## config.mk

```make
export PLATFORM = sky130hd
export DESIGN_NAME = sram_ctrl_flat
export DESIGN_NICKNAME = d
export VERILOG_FILES = /design/src/rtl/sram_ctrl_if.sv /design/src/rtl/sram_ctrl.sv /design/src/flat_wrapper.sv
export SDC_FILE = /design/constraint.sdc
export NUM_CORES = 1
export LEC_CHECK = 0
export ABC_AREA = 0
export CAP_MARGIN = 20
export CORE_UTILIZATION = 49
export CTS_BUF_LIST = sky130_fd_sc_hd__clkbuf_4
export CTS_CLUSTER_DIAMETER = 120
export CTS_CLUSTER_SIZE = 10
export DETAILED_ROUTE_END_ITERATION = 7
export PLACE_DENSITY = 0.83
export SLEW_MARGIN = 15
export SYNTH_ARGS = -nofsm -noshare
export SYNTH_HDL_FRONTEND = slang
export SYNTH_SLANG_ARGS = --single-unit
```

## constraint.sdc

```tcl
create_clock -name clk -period 5.1 [get_ports clk]
set_clock_uncertainty 0.2 [all_clocks]
set_input_delay 1.02 -clock clk [delete_from_list [all_inputs] [get_ports clk]]
set_output_delay 1.02 -clock clk [all_outputs]
set_load 0.1 [all_outputs]
```

## src/rtl/sram_ctrl_if.sv

```systemverilog
// MEM-stage request/response bundle between the pipeline and the SRAM controller.
// The pipeline is the master; the controller answers on read_data and ready.
interface sram_ctrl_if;
   logic        wr_en;
   logic        rd_en;
   logic [31:0] address;
   logic [31:0] write_data;
   logic [31:0] read_data;
   logic        ready;

   modport master (
      output wr_en, rd_en, address, write_data,
      input  read_data, ready
   );

   modport slave (
      input  wr_en, rd_en, address, write_data,
      output read_data, ready
   );
endinterface

```

## src/rtl/sram_ctrl.sv

```systemverilog
// Splits one 32-bit load/store into two 16-bit SRAM accesses (low half, then high half),
// each held WAIT_CYCLES+1 cycles, and freezes the pipeline until the word is done.
module sram_ctrl #(
   parameter int          WAIT_CYCLES = 2,
   parameter logic [31:0] BASE_ADDR   = 32'd1024
) (
   input  logic        clk,
   input  logic        rst,
   sram_ctrl_if.slave  bus,
   output logic [17:0] sram_addr,
   output logic [15:0] sram_dq_out,
   input  logic [15:0] sram_dq_in,
   output logic        sram_dq_oe,
   output logic        sram_we_n
);

   typedef enum logic [1:0] {
      IDLE = 2'd0,
      LOW  = 2'd1,
      HIGH = 2'd2,
      DONE = 2'd3
   } state_t;

   localparam logic [3:0] WAIT_LAST = 4'(WAIT_CYCLES);

   state_t      state_r, state_s;
   logic [3:0]  cnt_r, cnt_s;
   logic        op_wr_r, op_wr_s;
   logic [31:0] addr_r, addr_s;
   logic [31:0] wdata_r, wdata_s;
   logic [31:0] rdata_r;
   logic        last_s, ready_s, cap_lo_s, cap_hi_s;
   logic [16:0] offset_s;
   logic [17:0] sram_addr_s, sram_addr_r;
   logic [15:0] dq_out_s, dq_out_r;
   logic        dq_oe_s, dq_oe_r, we_n_s, we_n_r;

   // Next-state, request latching and read-capture strobes.
   always_comb begin
      state_s  = state_r;
      cnt_s    = cnt_r;
      op_wr_s  = op_wr_r;
      addr_s   = addr_r;
      wdata_s  = wdata_r;
      ready_s  = 1'b0;
      cap_lo_s = 1'b0;
      cap_hi_s = 1'b0;
      last_s   = (cnt_r == WAIT_LAST);
      case (state_r)
         IDLE: begin
            if (bus.rd_en || bus.wr_en) begin
               state_s = LOW;
               cnt_s   = 4'd0;
               op_wr_s = bus.wr_en;
               addr_s  = bus.address;
               wdata_s = bus.write_data;
            end else begin
               ready_s = 1'b1;
            end
         end
         LOW: begin
            if (last_s) begin
               state_s  = HIGH;
               cnt_s    = 4'd0;
               cap_lo_s = ~op_wr_r;
            end else begin
               cnt_s = cnt_r + 4'd1;
            end
         end
         HIGH: begin
            if (last_s) begin
               state_s  = DONE;
               cnt_s    = 4'd0;
               cap_hi_s = ~op_wr_r;
            end else begin
               cnt_s = cnt_r + 4'd1;
            end
         end
         DONE: begin
            ready_s = 1'b1;
            state_s = IDLE;
         end
         default: begin
            state_s = IDLE;
            cnt_s   = 4'd0;
         end
      endcase
   end

   // SRAM pin values for the upcoming cycle, so the pins come straight from flops.
   always_comb begin
      offset_s    = 17'((addr_s - BASE_ADDR) >> 2);
      sram_addr_s = 18'd0;
      dq_out_s    = 16'd0;
      dq_oe_s     = 1'b0;
      we_n_s      = 1'b1;
      case (state_s)
         LOW: begin
            sram_addr_s = {offset_s, 1'b0};
            if (op_wr_s) begin
               dq_out_s = wdata_s[15:0];
               dq_oe_s  = 1'b1;
               we_n_s   = 1'b0;
            end else begin
               dq_out_s = 16'd0;
            end
         end
         HIGH: begin
            sram_addr_s = {offset_s, 1'b1};
            if (op_wr_s) begin
               dq_out_s = wdata_s[31:16];
               dq_oe_s  = 1'b1;
               we_n_s   = 1'b0;
            end else begin
               dq_out_s = 16'd0;
            end
         end
         default: begin
            sram_addr_s = 18'd0;
         end
      endcase
   end

   // Control state, latched request and registered SRAM pins.
   always_ff @(posedge clk or posedge rst) begin
      if (rst) begin
         state_r     <= IDLE;
         cnt_r       <= 4'd0;
         op_wr_r     <= 1'b0;
         addr_r      <= 32'd0;
         wdata_r     <= 32'd0;
         sram_addr_r <= 18'd0;
         dq_out_r    <= 16'd0;
         dq_oe_r     <= 1'b0;
         we_n_r      <= 1'b1;
      end else begin
         state_r     <= state_s;
         cnt_r       <= cnt_s;
         op_wr_r     <= op_wr_s;
         addr_r      <= addr_s;
         wdata_r     <= wdata_s;
         sram_addr_r <= sram_addr_s;
         dq_out_r    <= dq_out_s;
         dq_oe_r     <= dq_oe_s;
         we_n_r      <= we_n_s;
      end
   end

   // Load result assembled half by half; untouched by writes.
   always_ff @(posedge clk or posedge rst) begin
      if (rst) begin
         rdata_r <= 32'd0;
      end else if (cap_lo_s) begin
         rdata_r[15:0] <= sram_dq_in;
      end else if (cap_hi_s) begin
         rdata_r[31:16] <= sram_dq_in;
      end else begin
         rdata_r <= rdata_r;
      end
   end

   assign bus.ready     = ready_s;
   assign bus.read_data = rdata_r;
   assign sram_addr     = sram_addr_r;
   assign sram_dq_out   = dq_out_r;
   assign sram_dq_oe    = dq_oe_r;
   assign sram_we_n     = we_n_r;

endmodule

```

## src/flat_wrapper.sv

```systemverilog
// flat-port wrapper written by rule: the top's interface ports become plain ports
module sram_ctrl_flat 
#(
   parameter int          WAIT_CYCLES = 2,
   parameter logic [31:0] BASE_ADDR   = 32'd1024
)
  (clk, rst, sram_addr, sram_dq_out, sram_dq_in, sram_dq_oe, sram_we_n, bus_wr_en, bus_rd_en, bus_address, bus_write_data, bus_read_data, bus_ready);
  sram_ctrl_if bus_i ();
  input  logic clk;
  input  logic rst;
  output logic [17:0] sram_addr;
  output logic [15:0] sram_dq_out;
  input  logic [15:0] sram_dq_in;
  output logic sram_dq_oe;
  output logic sram_we_n;
  input wire logic [$bits(bus_i.wr_en)-1:0] bus_wr_en;
  input wire logic [$bits(bus_i.rd_en)-1:0] bus_rd_en;
  input wire logic [$bits(bus_i.address)-1:0] bus_address;
  input wire logic [$bits(bus_i.write_data)-1:0] bus_write_data;
  output wire logic [$bits(bus_i.read_data)-1:0] bus_read_data;
  output wire logic [$bits(bus_i.ready)-1:0] bus_ready;
  assign bus_i.wr_en = bus_wr_en;
  assign bus_i.rd_en = bus_rd_en;
  assign bus_i.address = bus_address;
  assign bus_i.write_data = bus_write_data;
  assign bus_read_data = bus_i.read_data;
  assign bus_ready = bus_i.ready;
  sram_ctrl #(.WAIT_CYCLES(WAIT_CYCLES), .BASE_ADDR(BASE_ADDR)) u_core (.clk(clk), .rst(rst), .bus(bus_i), .sram_addr(sram_addr), .sram_dq_out(sram_dq_out), .sram_dq_in(sram_dq_in), .sram_dq_oe(sram_dq_oe), .sram_we_n(sram_we_n));
endmodule
```

==> qor_table.md, run 1 <==
| Stage | Metric | Reported |
|:---|:---|:---|
| outcome | Result of the run | completed |
| cells and area | Number of nets in the layout | 599 |
| worst setup path | Worst-path cell chain | clkdlybuf4s50_1, or3b_2, a21oi_1, buf_4 |
| clock network | Post-CTS Setup Repair Bufs | 0 |
| floorplan | Die extent in y | 104 um |
| worst setup path | Capturing element type of the critical path | primary output |
| clock network | Largest buffer count on any clock path | 2 |
| yosys | Synth area leaders | sky130_fd_sc_hd__dfrtp_1 (61%), sky130_fd_sc_hd__mux2_2 (16%), sky130_fd_sc_hd__mux2_4 (3.5%) |
| clock network | Root cell of the clock tree | sky130_fd_sc_hd__clkbuf_4 |
| worst setup path | Depth of the most critical reg-to-reg path | 11 |
| worst setup path | Data arrival time of the critical path | 2.54 ns |
| drt | Number of nets with antenna violations after detailed routing | 0 |
| clock network | Clock Sink Count | 124 |
| global route | Pin count of the biggest net entering global routing | 59 |
| worst setup path | Crit Reg-Reg Endpoint | u_core.sram_addr[17] |
| yosys | Synth Net Count | 451 |
| worst hold path | Type of the tightest min-delay check | flip-flop to flip-flop |
| place | Worst slack at placement | 1.13 ns |
| yosys | Most frequent cell after synthesis | sky130_fd_sc_hd__dfrtp_1 |
| sta | Highest attainable clock frequency | 266 MHz |
| clock network | Later-pin clock latency in the skew report | 0.51 ns |
| worst setup path | Worst-path fanout max | 4 |
| yosys | Number of unique standard cell types used by synthesis | 43 |
| yosys | Share of Yosys cell area claimed by the top area cell type | 60.6% |
| sta | Min Clock Period, post-route | 3.76 ns |
| drt | Via count normalized by instance count | 5.18 |
| clock network | Maximum level of the CTS H-tree | 4 |
| sta | Max-slew violation count | 0 |
| drt | Number of detailed-routing iterations run before antenna repair | 4 |
| yosys | EDFF count, synth | 0 |
| worst hold path | Sink of the worst hold path | u_core.bus.read_data[13] |
| yosys | Sequential fraction of the synthesis area | 61.1% |
| clock network | Register clock-pin slew on the reported worst setup and hold paths | 0.10 ns |
| sta | Period Utilization, post-route | 73.8% |
| floorplan | Initial core utilization | 51.2% |
| place | Total half-perimeter wirelength after legalization and detailed placement | 7470 um |
| worst setup path | Slowest-stage cell, CP | sky130_fd_sc_hd__or3b_2 |
| worst setup path | Maximum single-stage delay on the critical path | 0.54 ns |
| worst setup path | Worst setup SP type | input port |
| drt | Average wire length per cell after detail routing | 16.5 um |
| yosys | Flops & latches, synth | 124 |
| cells and area | Ratio of cells with drive above 1 in the final layout | 25.6% |
| yosys | Gate count after technology mapping | 355 |
| clock network | CTS tree | yes |
| worst setup path | Required arrival time at the worst endpoint | 3.88 ns |
| sta | PnR worst setup slack | 1.34 ns |
| sta | Aggregate negative setup slack | 0 ns |
| global route | Number of antenna violations at the first check in global routing | 0 |
| floorplan | CORE AREA | 9910 um^2 |
| floorplan | Chip Width | 104 um |
| sta | Hold Fails Final Rpt | 0 |
| global route | Remaining global-route overflow | 0 |
| yosys | Top flip-flop cell by instance count after synthesis | sky130_fd_sc_hd__dfrtp_1 |
| drt | Total via count in the routed design | 3,360 |
| global route | GRT Util Overall | 21.6% |
| yosys | Total standard cell area after synthesis | 5080 um^2 |
| floorplan | Site row count | 36 |
| sta | Relative max-transition margin | 32.9% |
| worst setup path | Sum of buffers and inverters on the critical path | 2 |
| global route | Wire length of the first global-routing pass | 18,000 um |
| run | Total of max-cap violations | 0 |
| global route | Number of global-route vias before repair | 3,608 |
| worst hold path | Hold Crit Depth | 1 |
| drt | Number of DRC markers after the initial detailed-route iteration | 149 |
| place | Weighted congestion at the end of routability-driven global placement | 0.806 |
| worst setup path | Worst path top cell family by delay | buffers and inverters |
| drt | WL final | 10,700 um |
| sta | RSZ-0062 raised after global routing | no |
| yosys | Syn avg cell area | 14.3 um^2 |
| worst setup path | Type of the worst setup path | input port to primary output |
| drt | Final routed DRC violation total | 0 |
| clock network | # resized after CTS | 0 |
| yosys | Biggest area consumer among synthesized cells | sky130_fd_sc_hd__dfrtp_1 |
| worst setup path | Startpoint of the most critical setup path | bus_wr_en |
| place | Number of port buffers | 137 |
| yosys | Top cell types by occurrence after synthesis | sky130_fd_sc_hd__dfrtp_1 (123), sky130_fd_sc_hd__mux2_2 (72), sky130_fd_sc_hd__nor2_1 (27) |
| cells and area | Layout area overhead | 35.8% |
| sta | Final setup violation count | 0 |
| sta | Worst Tran Pin Value | 1.00 ns |
| yosys | Yosys synthesis warning count | 0 |
| cells and area | N_diodes | 0 |
| worst setup path | Flop-to-flop setup slack | 1.93 ns |
| floorplan | DIE AREA | 10,800 um^2 |
| clock network | Num CTS Buffers | 17 |
| floorplan | Number of top-level pins | 153 |
| yosys | Fraction of synthesis flops using an asynchronous set or reset pin | 100% |
| worst hold path | Worst Hold Launch | u_core.bus.read_data[13] |
| worst setup path | Reg2Reg Launch Point | u_core.cnt_r[0] |
| clock network | Hold bufs inserted after CTS | 0 |
==> state kept, by name, indices dropped and copies added (netlist names) <==
name	cells
u_core.state_r	2
u_core.addr_r	17
u_core.bus.read_data	32
u_core.sram_dq_oe	1
u_core.cnt_r	4
u_core.sram_we_n	1
u_core.sram_dq_out	16
u_core.wdata_r	32
u_core.sram_addr	18
u_core.op_wr_r	1
==> stage by stage <==
stage               util [%]  std cells  hold slack [ns]  cell area [um^2]
floorplan                  -        355            0.265              5080
global placement        66.3        617            0.272              6570
detailed placement      66.3        617            0.280              6570
CTS                     69.6        649            0.304              6900
global route            69.6        649            0.311              6900
finish                  69.6        649            0.304              6900
==> layer usage <==
metal | vias to the layer above | track usage [%] | wire [um]
met1 | 1668 | 26.1 | 4560
met5 | - | 0 | 0
li1 | 1554 | - | -
met4 | 0 | 10.4 | 252
met3 | 22 | 5.66 | 445
met2 | 116 | 36.1 | 5440
==> layout by cell type (no fill, tap or decap), drive strengths merged, types with 2 or more instances in the layout <==
cell type      synthesis  layout
nand2                  4       4
bufinv                 0       4
inv                   11      12
and3                   3       3
clkinvlp               0       3
a22oi                 16      16
nor3b                  4       4
nor3                   4       4
dfrtp                123     123
ha                    12      12
nand3                  3       3
o21ai                  7       7
nor2                  28      28
mux2                  86      86
clkdlybuf4s50          0     136
a21o                   2       2
nor2b                  9       9
nor4                   4       4
clkbuf                 4      18
a21oi                  7       7
clkinv                 0       6
or3b                   2       2
buf                   10       7
==> cell type report <==
cell class,instances,area (um^2)
Sequential cell,124,3100
Fill cell,725,3010
Multi-Input combinational cell,206,1840
Timing Repair Buffer,143,1410
Clock inverter,14,195
Tap cell,133,166
Clock buffer,18,135
Inverter,11,43.8
==> kinds of logic after synthesis <==
group | count (synthesis) | share of synthesized area (%)
AO/OA/AOI/OAI | 39 | 5.35
XOR/XNOR | 1 | 0.173
adder cells (fa/ha/maj) | 12 | 2.96
buffers and inverters | 25 | 2.69
flip-flops | 124 | 61.1
multiplexers | 87 | 20.2
AND/OR/NAND/NOR | 67 | 7.54
==> worst max path at each step <==
stage                           endpoint  slack (ns)  depth (start not counted)
global placement    u_core.sram_addr[17]        1.20                         10
finish                         bus_ready        1.34                          4
floorplan              u_core.addr_r[10]        0.58                          1
detailed placement  u_core.sram_addr[17]        1.13                          7
CTS                            bus_ready        1.33                          4
global route                   bus_ready        1.26                          4
Power of run 1 is left out: the tool's default activity adds up to more than one toggle a clock period on the data nets, which glitch-free logic cannot reach.
==> inputs of run 2 (changes only) <==
--- a/config.mk
+++ b/config.mk
@@ -7,12 +7,12 @@
 export LEC_CHECK = 0
 export ABC_AREA = 0
 export CAP_MARGIN = 20
-export CORE_UTILIZATION = 49
+export CORE_UTILIZATION = 44
 export CTS_BUF_LIST = sky130_fd_sc_hd__clkbuf_4
 export CTS_CLUSTER_DIAMETER = 120
 export CTS_CLUSTER_SIZE = 10
 export DETAILED_ROUTE_END_ITERATION = 7
-export PLACE_DENSITY = 0.83
+export PLACE_DENSITY = 0.79
 export SLEW_MARGIN = 15
 export SYNTH_ARGS = -nofsm -noshare
 export SYNTH_HDL_FRONTEND = slang
==> constraint.sdc (replaced) <==
create_clock -name clk -period 3.4 [get_ports clk]
set_clock_uncertainty 0.2 [all_clocks]
set_input_delay 0.68 -clock clk [delete_from_list [all_inputs] [get_ports clk]]
set_output_delay 0.68 -clock clk [all_outputs]
set_load 0.1 [all_outputs]
==> qor_table.md, run 2 (synthesis results as in run 1) <==
| Stage | Metric | Reported |
|:---|:---|:---|
| outcome | Result of the run | completed |
| sta | Min Clock Period, post-route | 3.21 ns |
| clock network | Num CTS Buffers | 17 |
| cells and area | Final core utilization | 61.7% |
| sta | Relative max-transition margin | 57.5% |
| drt | Final routed DRC violation total | 0 |
| drt | Via count normalized by instance count | 5.11 |
| worst hold path | Sink of the worst hold path | u_core.bus.read_data[13] |
| worst setup path | Worst path top cell family by delay | simple AND/OR/NAND/NOR gates |
| floorplan | Die extent in y | 109 um |
| worst hold path | Worst Hold Launch | u_core.bus.read_data[13] |
| cells and area | Most frequent cells in the layout | sky130_fd_sc_hd__dfrtp_1 (123), sky130_fd_sc_hd__buf_4 (78), sky130_fd_sc_hd__mux2_2 (72) |
| worst setup path | Reg2Reg Launch Point | u_core.cnt_r[0] |
| cells and area | Most common cell after layout, fill and taps aside | sky130_fd_sc_hd__dfrtp_1 |
| worst setup path | Data arrival time of the critical path | 2.33 ns |
| worst setup path | Depth of the most critical reg-to-reg path | 10 |
| worst setup path | Slowest-stage cell, CP | sky130_fd_sc_hd__or3b_2 |
| sta | RSZ-0062 raised after global routing | no |
| cells and area | Layout area overhead | 34.1% |
| clock network | CTS tree | yes |
| place | Weighted congestion at the end of routability-driven global placement | 0.846 |
| sta | Highest attainable clock frequency | 311 MHz |
| global route | Number of antenna violations at the first check in global routing | 0 |
| run | Total of max-cap violations | 0 |
| sta | Worst Tran Pin Value | 0.638 ns |
| clock network | Later-pin clock latency in the skew report | 0.52 ns |
| worst setup path | Maximum single-stage delay on the critical path | 0.52 ns |
| cells and area | Non-Filler Instances | 661 |
| worst hold path | Hold Crit Depth | 1 |
| sta | Period Utilization, post-route | 94.5% |
| sta | Max-slew violation count | 0 |
| cells and area | Number of nets in the layout | 604 |
| global route | Pin count of the biggest net entering global routing | 125 |
| sta | Hold Fails Final Rpt | 0 |
| floorplan | CORE AREA | 11,000 um^2 |
| drt | Number of detailed-routing iterations run before antenna repair | 4 |
| global route | Wire length of the first global-routing pass | 16,600 um |
| sta | Aggregate negative setup slack | 0 ns |
| drt | Total via count in the routed design | 3,376 |
| worst setup path | Required arrival time at the worst endpoint | 2.52 ns |
| drt | Average wire length per cell after detail routing | 16.0 um |
| global route | GRT Util Overall | 18.6% |
| worst setup path | Crit Reg-Reg Endpoint | u_core.sram_addr[16] |
| floorplan | Chip Width | 109 um |
| worst setup path | Worst-path cell chain | inv_1, ha_1, or3b_2, a21oi_2, buf_12 |
| cells and area | Area occupied by registers | 3100 um^2 |
| floorplan | Site row count | 38 |
| drt | WL final | 10,600 um |
| worst setup path | Worst-path fanout max | 6 |
| clock network | Hold bufs inserted after CTS | 0 |
| worst setup path | Capturing element type of the critical path | primary output |
| place | Number of port buffers | 137 |
| clock network | Register clock-pin slew on the reported worst setup and hold paths | 0.09 ns |
| global route | Number of global-route vias before repair | 3,394 |
| floorplan | Initial core utilization | 46.0% |
| clock network | Maximum level of the CTS H-tree | 4 |
| cells and area | N_diodes | 0 |
| floorplan | Number of top-level pins | 153 |
| global route | Remaining global-route overflow | 0 |
| cells and area | Ratio of cells with drive above 1 in the final layout | 39.2% |
| clock network | # resized after CTS | 0 |
| worst hold path | Type of the tightest min-delay check | flip-flop to flip-flop |
| worst setup path | Flop-to-flop setup slack | 0.49 ns |
| cells and area | Layout fillers | 869 |
| drt | Number of nets with antenna violations after detailed routing | 0 |
| worst setup path | Type of the worst setup path | flip-flop to primary output |
| worst setup path | Startpoint of the most critical setup path | u_core.state_r[0] |
| clock network | Clock Sink Count | 124 |
| clock network | Post-CTS Setup Repair Bufs | 0 |
| place | Instance count after placement with tap cells included | 629 |
| floorplan | DIE AREA | 12,000 um^2 |
| clock network | Root cell of the clock tree | sky130_fd_sc_hd__clkbuf_4 |
| worst setup path | Worst setup SP type | flip-flop |
| drt | Number of DRC markers after the initial detailed-route iteration | 121 |
| sta | Final setup violation count | 0 |
| clock network | Largest buffer count on any clock path | 2 |
| worst setup path | Sum of buffers and inverters on the critical path | 2 |
| cells and area | Multi-input logic area | 1840 um^2 |
| place | Total half-perimeter wirelength after legalization and detailed placement | 7220 um |
[run 2: changes by cell type in the layout (fill, tap and decap cells not counted), moves of 2 or more]
cell,delta
sky130_fd_sc_hd__buf_12,+2
sky130_fd_sc_hd__buf_4,+71
sky130_fd_sc_hd__clkdlybuf4s50_1,-68
sky130_fd_sc_hd__clkinv_4,-3
sky130_fd_sc_hd__clkinv_2,+2
sky130_fd_sc_hd__clkinv_1,+2
[run 2: stage by stage]
stage	hold slack, ns	instance area (um^2)	worst slack [ns]
floorplan	0.265	5080	0.345
global placement	0.273	6470	0.245
detailed placement	0.281	6470	0.185
CTS	0.306	6810	0.142
global route	0.315	6810	0.0437
finish	0.301	6810	0.188
[run 2: final cells by class]
| cell class | count | area share [%] |
|---|---|---|
| sequential | 124 | 45.6 |
| multi-input combinational | 206 | 27.0 |
| inverter | 11 | 0.662 |
| tap | 140 | 2.57 |
| clock inverter | 14 | 2.94 |
| clock buffer | 18 | 1.99 |
| timing repair buffer | 148 | 19.2 |
[run 2: how the worst max path moves through the flow]
| stage | slack, ns | cells past startpoint | endpoint |
|---|---|---|---|
| 6_report | 0.19 | 5 | bus_ready |
| 5_1_grt | 0.04 | 5 | bus_ready |
| 3_5_place_dp | 0.19 | 7 | u_core.sram_addr[16] |
| 2_1_floorplan | 0.34 | 4 | bus_ready |
| 3_3_place_gp | 0.25 | 7 | u_core.sram_addr[12] |
| 4_1_cts | 0.14 | 5 | bus_ready |
[run 2: worst register-to-register path, cell delays in order (launching register included)]
cell	delay [ns]
sky130_fd_sc_hd__dfrtp_1	0.44
sky130_fd_sc_hd__inv_1	0.07
sky130_fd_sc_hd__ha_1	0.13
sky130_fd_sc_hd__or3b_4	0.41
sky130_fd_sc_hd__a21oi_1	0.19
sky130_fd_sc_hd__nor2_1	0.07
sky130_fd_sc_hd__a211oi_1	0.36
sky130_fd_sc_hd__ha_1	0.32
sky130_fd_sc_hd__o21bai_1	0.22
sky130_fd_sc_hd__buf_4	0.21
sky130_fd_sc_hd__nor3_1	0.19
[run 2: routing by layer]
metal | share of wire (%) | global-route usage (%) | up-vias
li1 | - | - | 1561
met1 | 44 | 22.6 | 1671
met2 | 46 | 30.4 | 122
met3 | 8.4 | 6.88 | 22
met4 | 1.6 | 6.48 | 0
met5 | 0 | 0 | -
Power of run 2 is left out for the same reason.
